===== src/rtl/uart_tx_arbiter_pkg.sv =====
`default_nettype none
// ============================================================================
// uart_tx_arbiter_pkg : state encoding, requester indices, baud divider helper
// Rev 1.0
// ============================================================================
package uart_tx_arbiter_pkg;

  localparam logic [1:0] ST_IDLE  = 2'd0;
  localparam logic [1:0] ST_START = 2'd1;
  localparam logic [1:0] ST_DATA  = 2'd2;
  localparam logic [1:0] ST_STOP  = 2'd3;

  localparam logic REQ_DBG = 1'b0;
  localparam logic REQ_APP = 1'b1;

  function automatic int calc_div(input int clk_freq, input int baudrate);
    return clk_freq / baudrate;
  endfunction

endpackage
`default_nettype wire


===== src/rtl/uart_tx_serializer.sv =====
`default_nettype none
// ============================================================================
// uart_tx_serializer : 8N1 LSB-first frame generator with registered line
// Rev 1.0
// ============================================================================
module uart_tx_serializer
  import uart_tx_arbiter_pkg::*;
#(
  parameter int DIV = 4
) (
  input  logic       clk_i,
  input  logic       rst_ni,
  input  logic       start_i,
  input  logic [7:0] data_i,
  output logic       txd_o,
  output logic       busy_o,
  output logic       idle_o
);

  localparam int BW = (DIV > 1) ? $clog2(DIV) : 1;
  localparam logic [BW-1:0] BAUD_LAST = BW'(DIV - 1);

  logic [1:0]    state_q, state_d;
  logic [BW-1:0] baud_q, baud_d;
  logic [2:0]    bit_q, bit_d;
  logic [7:0]    shift_q, shift_d;
  logic          txd_q, txd_d;
  logic          baud_end;

  assign baud_end = (baud_q == BAUD_LAST);

  always_comb begin
    state_d = state_q;
    baud_d  = baud_q;
    bit_d   = bit_q;
    shift_d = shift_q;
    txd_d   = txd_q;
    case (state_q)
      ST_IDLE: begin
        baud_d = '0;
        bit_d  = '0;
        txd_d  = 1'b1;
        if (start_i) begin
          state_d = ST_START;
          shift_d = data_i;
          txd_d   = 1'b0;
        end
      end
      ST_START: begin
        if (baud_end) begin
          baud_d  = '0;
          state_d = ST_DATA;
          txd_d   = shift_q[0];
        end else begin
          baud_d = baud_q + 1'b1;
        end
      end
      ST_DATA: begin
        // The line register is loaded one bit ahead so txd_o changes exactly on the bit boundary.
        if (baud_end) begin
          baud_d = '0;
          if (bit_q == 3'd7) begin
            state_d = ST_STOP;
            bit_d   = '0;
            txd_d   = 1'b1;
          end else begin
            bit_d   = bit_q + 3'd1;
            shift_d = {1'b0, shift_q[7:1]};
            txd_d   = shift_q[1];
          end
        end else begin
          baud_d = baud_q + 1'b1;
        end
      end
      default: begin
        txd_d = 1'b1;
        if (baud_end) begin
          baud_d  = '0;
          state_d = ST_IDLE;
        end else begin
          baud_d = baud_q + 1'b1;
        end
      end
    endcase
  end

  always_ff @(posedge clk_i or negedge rst_ni) begin
    if (!rst_ni) begin
      state_q <= ST_IDLE;
      baud_q  <= '0;
      bit_q   <= '0;
      shift_q <= '0;
      txd_q   <= 1'b1;
    end else begin
      state_q <= state_d;
      baud_q  <= baud_d;
      bit_q   <= bit_d;
      shift_q <= shift_d;
      txd_q   <= txd_d;
    end
  end

  assign txd_o  = txd_q;
  assign idle_o = (state_q == ST_IDLE);
  assign busy_o = (state_q != ST_IDLE);

endmodule
`default_nettype wire


===== src/rtl/uart_tx_arbiter.sv =====
`default_nettype none
// ============================================================================
// uart_tx_arbiter : two-requester packet-locking round-robin UART transmitter
// Rev 1.0
// ============================================================================
module uart_tx_arbiter
  import uart_tx_arbiter_pkg::*;
#(
  parameter int CLK_FREQ     = 32000000,
  parameter int BAUDRATE     = 115200,
  parameter int LOCK_TIMEOUT = 65535
) (
  input  logic       clk_i,
  input  logic       rst_ni,
  input  logic       dbg_valid_i,
  input  logic [7:0] dbg_data_i,
  input  logic       dbg_last_i,
  output logic       dbg_accept_o,
  input  logic       app_valid_i,
  input  logic [7:0] app_data_i,
  input  logic       app_last_i,
  output logic       app_accept_o,
  output logic       txd_o,
  output logic       busy_o,
  output logic [1:0] grant_o
);

  localparam int DIV = calc_div(CLK_FREQ, BAUDRATE);
  localparam int TW  = (LOCK_TIMEOUT > 1) ? $clog2(LOCK_TIMEOUT + 1) : 1;
  localparam logic [TW-1:0] TMO_LAST = TW'(LOCK_TIMEOUT - 1);

  logic          ser_idle;
  logic          ser_busy;
  logic          sel;
  logic          sel_valid;
  logic          sel_last;
  logic [7:0]    sel_data;
  logic          start;

  logic          lock_q, lock_d;
  logic          owner_q, owner_d;
  logic          prio_q, prio_d;
  logic [TW-1:0] tmo_q, tmo_d;

  // While locked only the owner is eligible; otherwise prio_q breaks ties.
  always_comb begin
    sel       = prio_q;
    sel_valid = 1'b0;
    if (lock_q) begin
      sel       = owner_q;
      sel_valid = (owner_q == REQ_APP) ? app_valid_i : dbg_valid_i;
    end else if (dbg_valid_i && app_valid_i) begin
      sel       = prio_q;
      sel_valid = 1'b1;
    end else if (dbg_valid_i) begin
      sel       = REQ_DBG;
      sel_valid = 1'b1;
    end else if (app_valid_i) begin
      sel       = REQ_APP;
      sel_valid = 1'b1;
    end
  end

  assign sel_last = (sel == REQ_APP) ? app_last_i : dbg_last_i;
  assign sel_data = (sel == REQ_APP) ? app_data_i : dbg_data_i;
  assign start    = ser_idle && sel_valid;

  always_comb begin
    lock_d  = lock_q;
    owner_d = owner_q;
    prio_d  = prio_q;
    tmo_d   = '0;
    if (start) begin
      if (sel_last) begin
        lock_d = 1'b0;
        prio_d = ~sel;
      end else begin
        lock_d  = 1'b1;
        owner_d = sel;
      end
    end else if (lock_q && ser_idle) begin
      // Owner is stalled here; drop the lock once the idle budget is spent.
      if (tmo_q == TMO_LAST) begin
        lock_d = 1'b0;
        prio_d = ~owner_q;
      end else begin
        tmo_d = tmo_q + 1'b1;
      end
    end
  end

  always_ff @(posedge clk_i or negedge rst_ni) begin
    if (!rst_ni) begin
      lock_q  <= 1'b0;
      owner_q <= REQ_DBG;
      prio_q  <= REQ_DBG;
      tmo_q   <= '0;
    end else begin
      lock_q  <= lock_d;
      owner_q <= owner_d;
      prio_q  <= prio_d;
      tmo_q   <= tmo_d;
    end
  end

  uart_tx_serializer #(
    .DIV (DIV)
  ) u_serializer (
    .clk_i   (clk_i),
    .rst_ni  (rst_ni),
    .start_i (start),
    .data_i  (sel_data),
    .txd_o   (txd_o),
    .busy_o  (ser_busy),
    .idle_o  (ser_idle)
  );

  assign dbg_accept_o = start && (sel == REQ_DBG);
  assign app_accept_o = start && (sel == REQ_APP);
  assign busy_o       = ser_busy;
  assign grant_o      = lock_q ? ((owner_q == REQ_APP) ? 2'b10 : 2'b01) : 2'b00;

endmodule
`default_nettype wire


===== config.mk =====
export PLATFORM = sky130hd
export DESIGN_NAME = uart_tx_arbiter
export DESIGN_NICKNAME = d
export VERILOG_FILES = /design/src/rtl/uart_tx_arbiter_pkg.sv /design/src/rtl/uart_tx_serializer.sv /design/src/rtl/uart_tx_arbiter.sv
export SDC_FILE = /design/constraint.sdc
export NUM_CORES = 1
export LEC_CHECK = 0
export BUFFER_PORTS_ARGS = -buffer_cell sky130_fd_sc_hd__buf_4
export CORE_UTILIZATION = 35
export CTS_CLUSTER_DIAMETER = 150
export DETAILED_ROUTE_END_ITERATION = 16
export SYNTH_ARGS = -nofsm -noshare
export SYNTH_HDL_FRONTEND = slang
export SYNTH_SLANG_ARGS = --single-unit

===== constraint.sdc =====
create_clock -name clk_i -period 2.3 [get_ports clk_i]
set_input_delay 0.46 -clock clk_i [delete_from_list [all_inputs] [get_ports clk_i]]
set_output_delay 0.46 -clock clk_i [all_outputs]
set_load 0.005 [all_outputs]

==> results.py <==
metrics = {
    "synthesis": {
        "synthFlopType": "dfrtp_1",
        "netlist-cell-type-count": 47,
        "mappedNetlistArea_mm2": 0.002435,
        "avgSynthCellArea_um2": 9.778,
        "ys_async_sr_fraction": 1.000,
        "synth-seq-area-share": 0.4322,
        "yosys_warnings": 0,
        "synth_seq_cells": 42,
        "syn_inst": 249,
        "synth_edf_count": 0,
        "syn-num-nets": 281,
    },
    "cells_and_area": {
        "fin_cells": 361,
        "layout.nets": 312,
        "n_antenna_cell": 0,
        "drive_gt1_frac": 0.2135,
        "final_common_cell": "dfrtp_1",
        "mostFrequentLayoutCells": "dfrtp_1 (41), nor2_1 (38), buf_4 (32), nand2_1 (20), xor2_1 (12)",
        "fillers": 673,
        "syn2layout_area_growth_pct": 16.34,
    },
    "job": {
        "maxCapViolations": 0,
    },
    "detailed_routing": {
        "viasPerCell": 4.997,
        "ant_nets": 0,
        "dr.pass1.iters": 4,
        "drt-total-wl_um": 4466,
        "vias": 1804,
        "routedWlPerCell_um": 12.37,
        "drtIter0Drc": 82,
        "drcViolationCount": 0,
    },
    "setup_path": {
        "startpoint_type": "register",
        "r2r_slack_ps": 400,
        "crit_buf_inv": 3,
        "r2r_end": "u_serializer.state_q[1]",
        "slowest_delay_ps": 420,
        "cp_cell_sequence": "inv_1, ha_2, inv_2, a211o_4, nor2_2, buf_4",
        "crit_required_ps": 1840,
        "crit_start": "u_serializer.state_q[0]",
        "path_delay_family": "flip-flops",
        "endpoint_kind": "output pin",
        "worst_path_max_delay_cell": "dfrtp_1",
        "reg2reg_depth": 7,
        "cp.arrival_ps": 1690,
        "crit_type": "register to output pin",
        "r2r_start": "u_serializer.baud_q[0]",
        "cp_max_fo": 9,
    },
    "placement": {
        "dpl.hpwl_um": 3179,
        "portBuffers": 27,
        "place.gp.congestion": 0.8180,
        "dp_cells": 353,
    },
    "clocking": {
        "cts_sinks": 42,
        "cts-root-buf": "clkbuf_8",
        "cts_buffer_depth": 2,
        "post_cts_buffers": 0,
        "cts_tree": "done",
        "htree_levels": 2,
        "cts_hold_buf": 0,
        "path_clk_slew_ps": 80,
        "clk-insertion-delay-late_ps": 300,
        "cts-buffers-inserted": 5,
    },
    "outcome": {
        "status": "completed",
    },
    "global_route": {
        "grtUsageTotal": 0.1317,
        "grt_pass1_wl_um": 7638,
        "antenna_found_initial": 0,
        "grt_max_degree": 43,
        "grt_pass1_vias": 1732,
        "grt.overflow.total": 0,
    },
    "timing": {
        "finalCritPeriodShare": 0.9357,
        "slew_headroom": 0.5725,
        "worstMarginPinSlew_ps": 641.2,
        "rsz0062_at_grt": "no",
        "fin_tns_setup_ps": 0,
        "hold_viol_final": 0,
        "min_period_ps": 2152,
        "finClkSkew_ps": 8.851,
        "setup_viol": 0,
        "final_max_slew_viol_count": 0,
        "clock.fmax_mhz": 464.7,
    },
    "power_and_ir_drop": {
        "peakVddDrop_mv": 0.3067,
        "leakage_nw": 1.253,
        "powerDensity_mw_per_mm2": 849.3,
    },
    "min_path": {
        "hp-class": "input pin to async pin",
    },
    "die": {
        "floorplan.initialDensity": 0.3604,
        "core_area_mm2": 0.006756,
        "num_rows": 30,
        "dieArea_mm2": 0.007294,
        "die_width_um": 85.41,
        "boundaryPins": 28,
        "die_h_um": 85.41,
    },
}
==> cell usage after synthesis (all sizes together), types with 3 or more instances <==
library cell,instances,area (um2)
a211oi,7,52.55
a21boi,7,52.55
a22o,3,26.28
and3,3,18.77
buf,6,38.79
dfrtp,41,1026
ha,10,125.1
inv,12,45.04
mux2,3,33.78
mux2i,3,30.03
nand2,20,75.07
nand2b,3,18.77
nand3,11,60.06
nand4,4,25.02
nor2,42,170.2
nor2b,8,50.05
nor3,8,51.30
o21ai,6,30.02
o31ai,8,70.06
xnor2,9,78.83
xor2,12,105.1
==> cell families (layout without fill, tap and decap cells) <==
logic type,count (synthesis),after routing,synth area share
AOI/OAI and AO/OA,42,42,0.1423
xor gates and xnor gates,21,21,0.07554
adders and majority gates,10,10,0.05139
buffers and inverters,20,52,0.03751
DFF,42,42,0.4322
muxes,6,6,0.02621
and+or+nand+nor,108,108,0.2348
==> per-stage QoR <==
| stage | area (um2) | total power [mW] | setup slack [ps] | hold slack [ps] | util |
|---|---|---|---|---|---|
| after floorplan | 2435 | 1.669 | 516.7 | 164.4 | - |
| after global placement | 2729 | 1.922 | 348.6 | 465.7 | 0.4039 |
| after detailed placement | 2729 | 1.937 | 298.2 | 467.6 | 0.4039 |
| after CTS | 2828 | 2.434 | 1.742 | 168.8 | 0.4185 |
| after global routing | 2833 | 2.596 | 30.80 | 175.2 | 0.4193 |
| final | 2833 | 2.406 | 147.9 | 145.0 | 0.4193 |
==> sequential cells by signal, summed over array words and instances, names as in the netlist, 2 cells and up <==
signal,count
tmo_q,16
u_serializer.baud_q,9
u_serializer.shift_q,8
u_serializer.bit_q,3
u_serializer.state_q,2
==> how the worst max path moves through the flow <==
| stage | endpoint | cells after the start |
|---|---|---|
| 5_1_grt | app_accept_o | 6 |
| 3_3_place_gp | app_accept_o | 6 |
| 2_1_floorplan | app_accept_o | 6 |
| 6_report | app_accept_o | 6 |
| 3_5_place_dp | app_accept_o | 6 |
| 4_1_cts | app_accept_o | 6 |
==> layout make-up <==
type / count / area (um2) / area share
Clock buffer: 5 / 68.82 / 0.02429
Clock inverter: 3 / 21.27 / 0.007509
Inverter: 12 / 45.04 / 0.01590
Multi-Input combinational cell: 187 / 1305 / 0.4607
Sequential cell: 42 / 1052 / 0.3715
Tap cell: 80 / 100.1 / 0.03534
Timing Repair Buffer: 32 / 240.2 / 0.08481
==> report_power, final <==
group	switching [mW]	leakage (nW)	total (mW)	internal (mW)
clock	0.271	0.0441	0.485	0.213
combinational	0.489	0.663	0.878	0.389
sequential	0.143	0.547	1.04	0.900
total	0.904	1.25	2.41	1.50
==> what timing repair did <==
item | in CTS | in global routing
endpoints found under the setup margin | 1 | 2
hold endpoints to repair | 0 | 0
pin swaps | 0 | 0
gates resized for setup | 1 | 3
==> routing by layer <==
metal,global-route usage,wire length [um],vias up
met5,0,0,-
met4,0.04848,57,0
met3,0.03016,111,8
met2,0.2145,2050,19
met1,0.1713,2247,855
li1,-,-,922
Power figures use the tool's default switching activity.
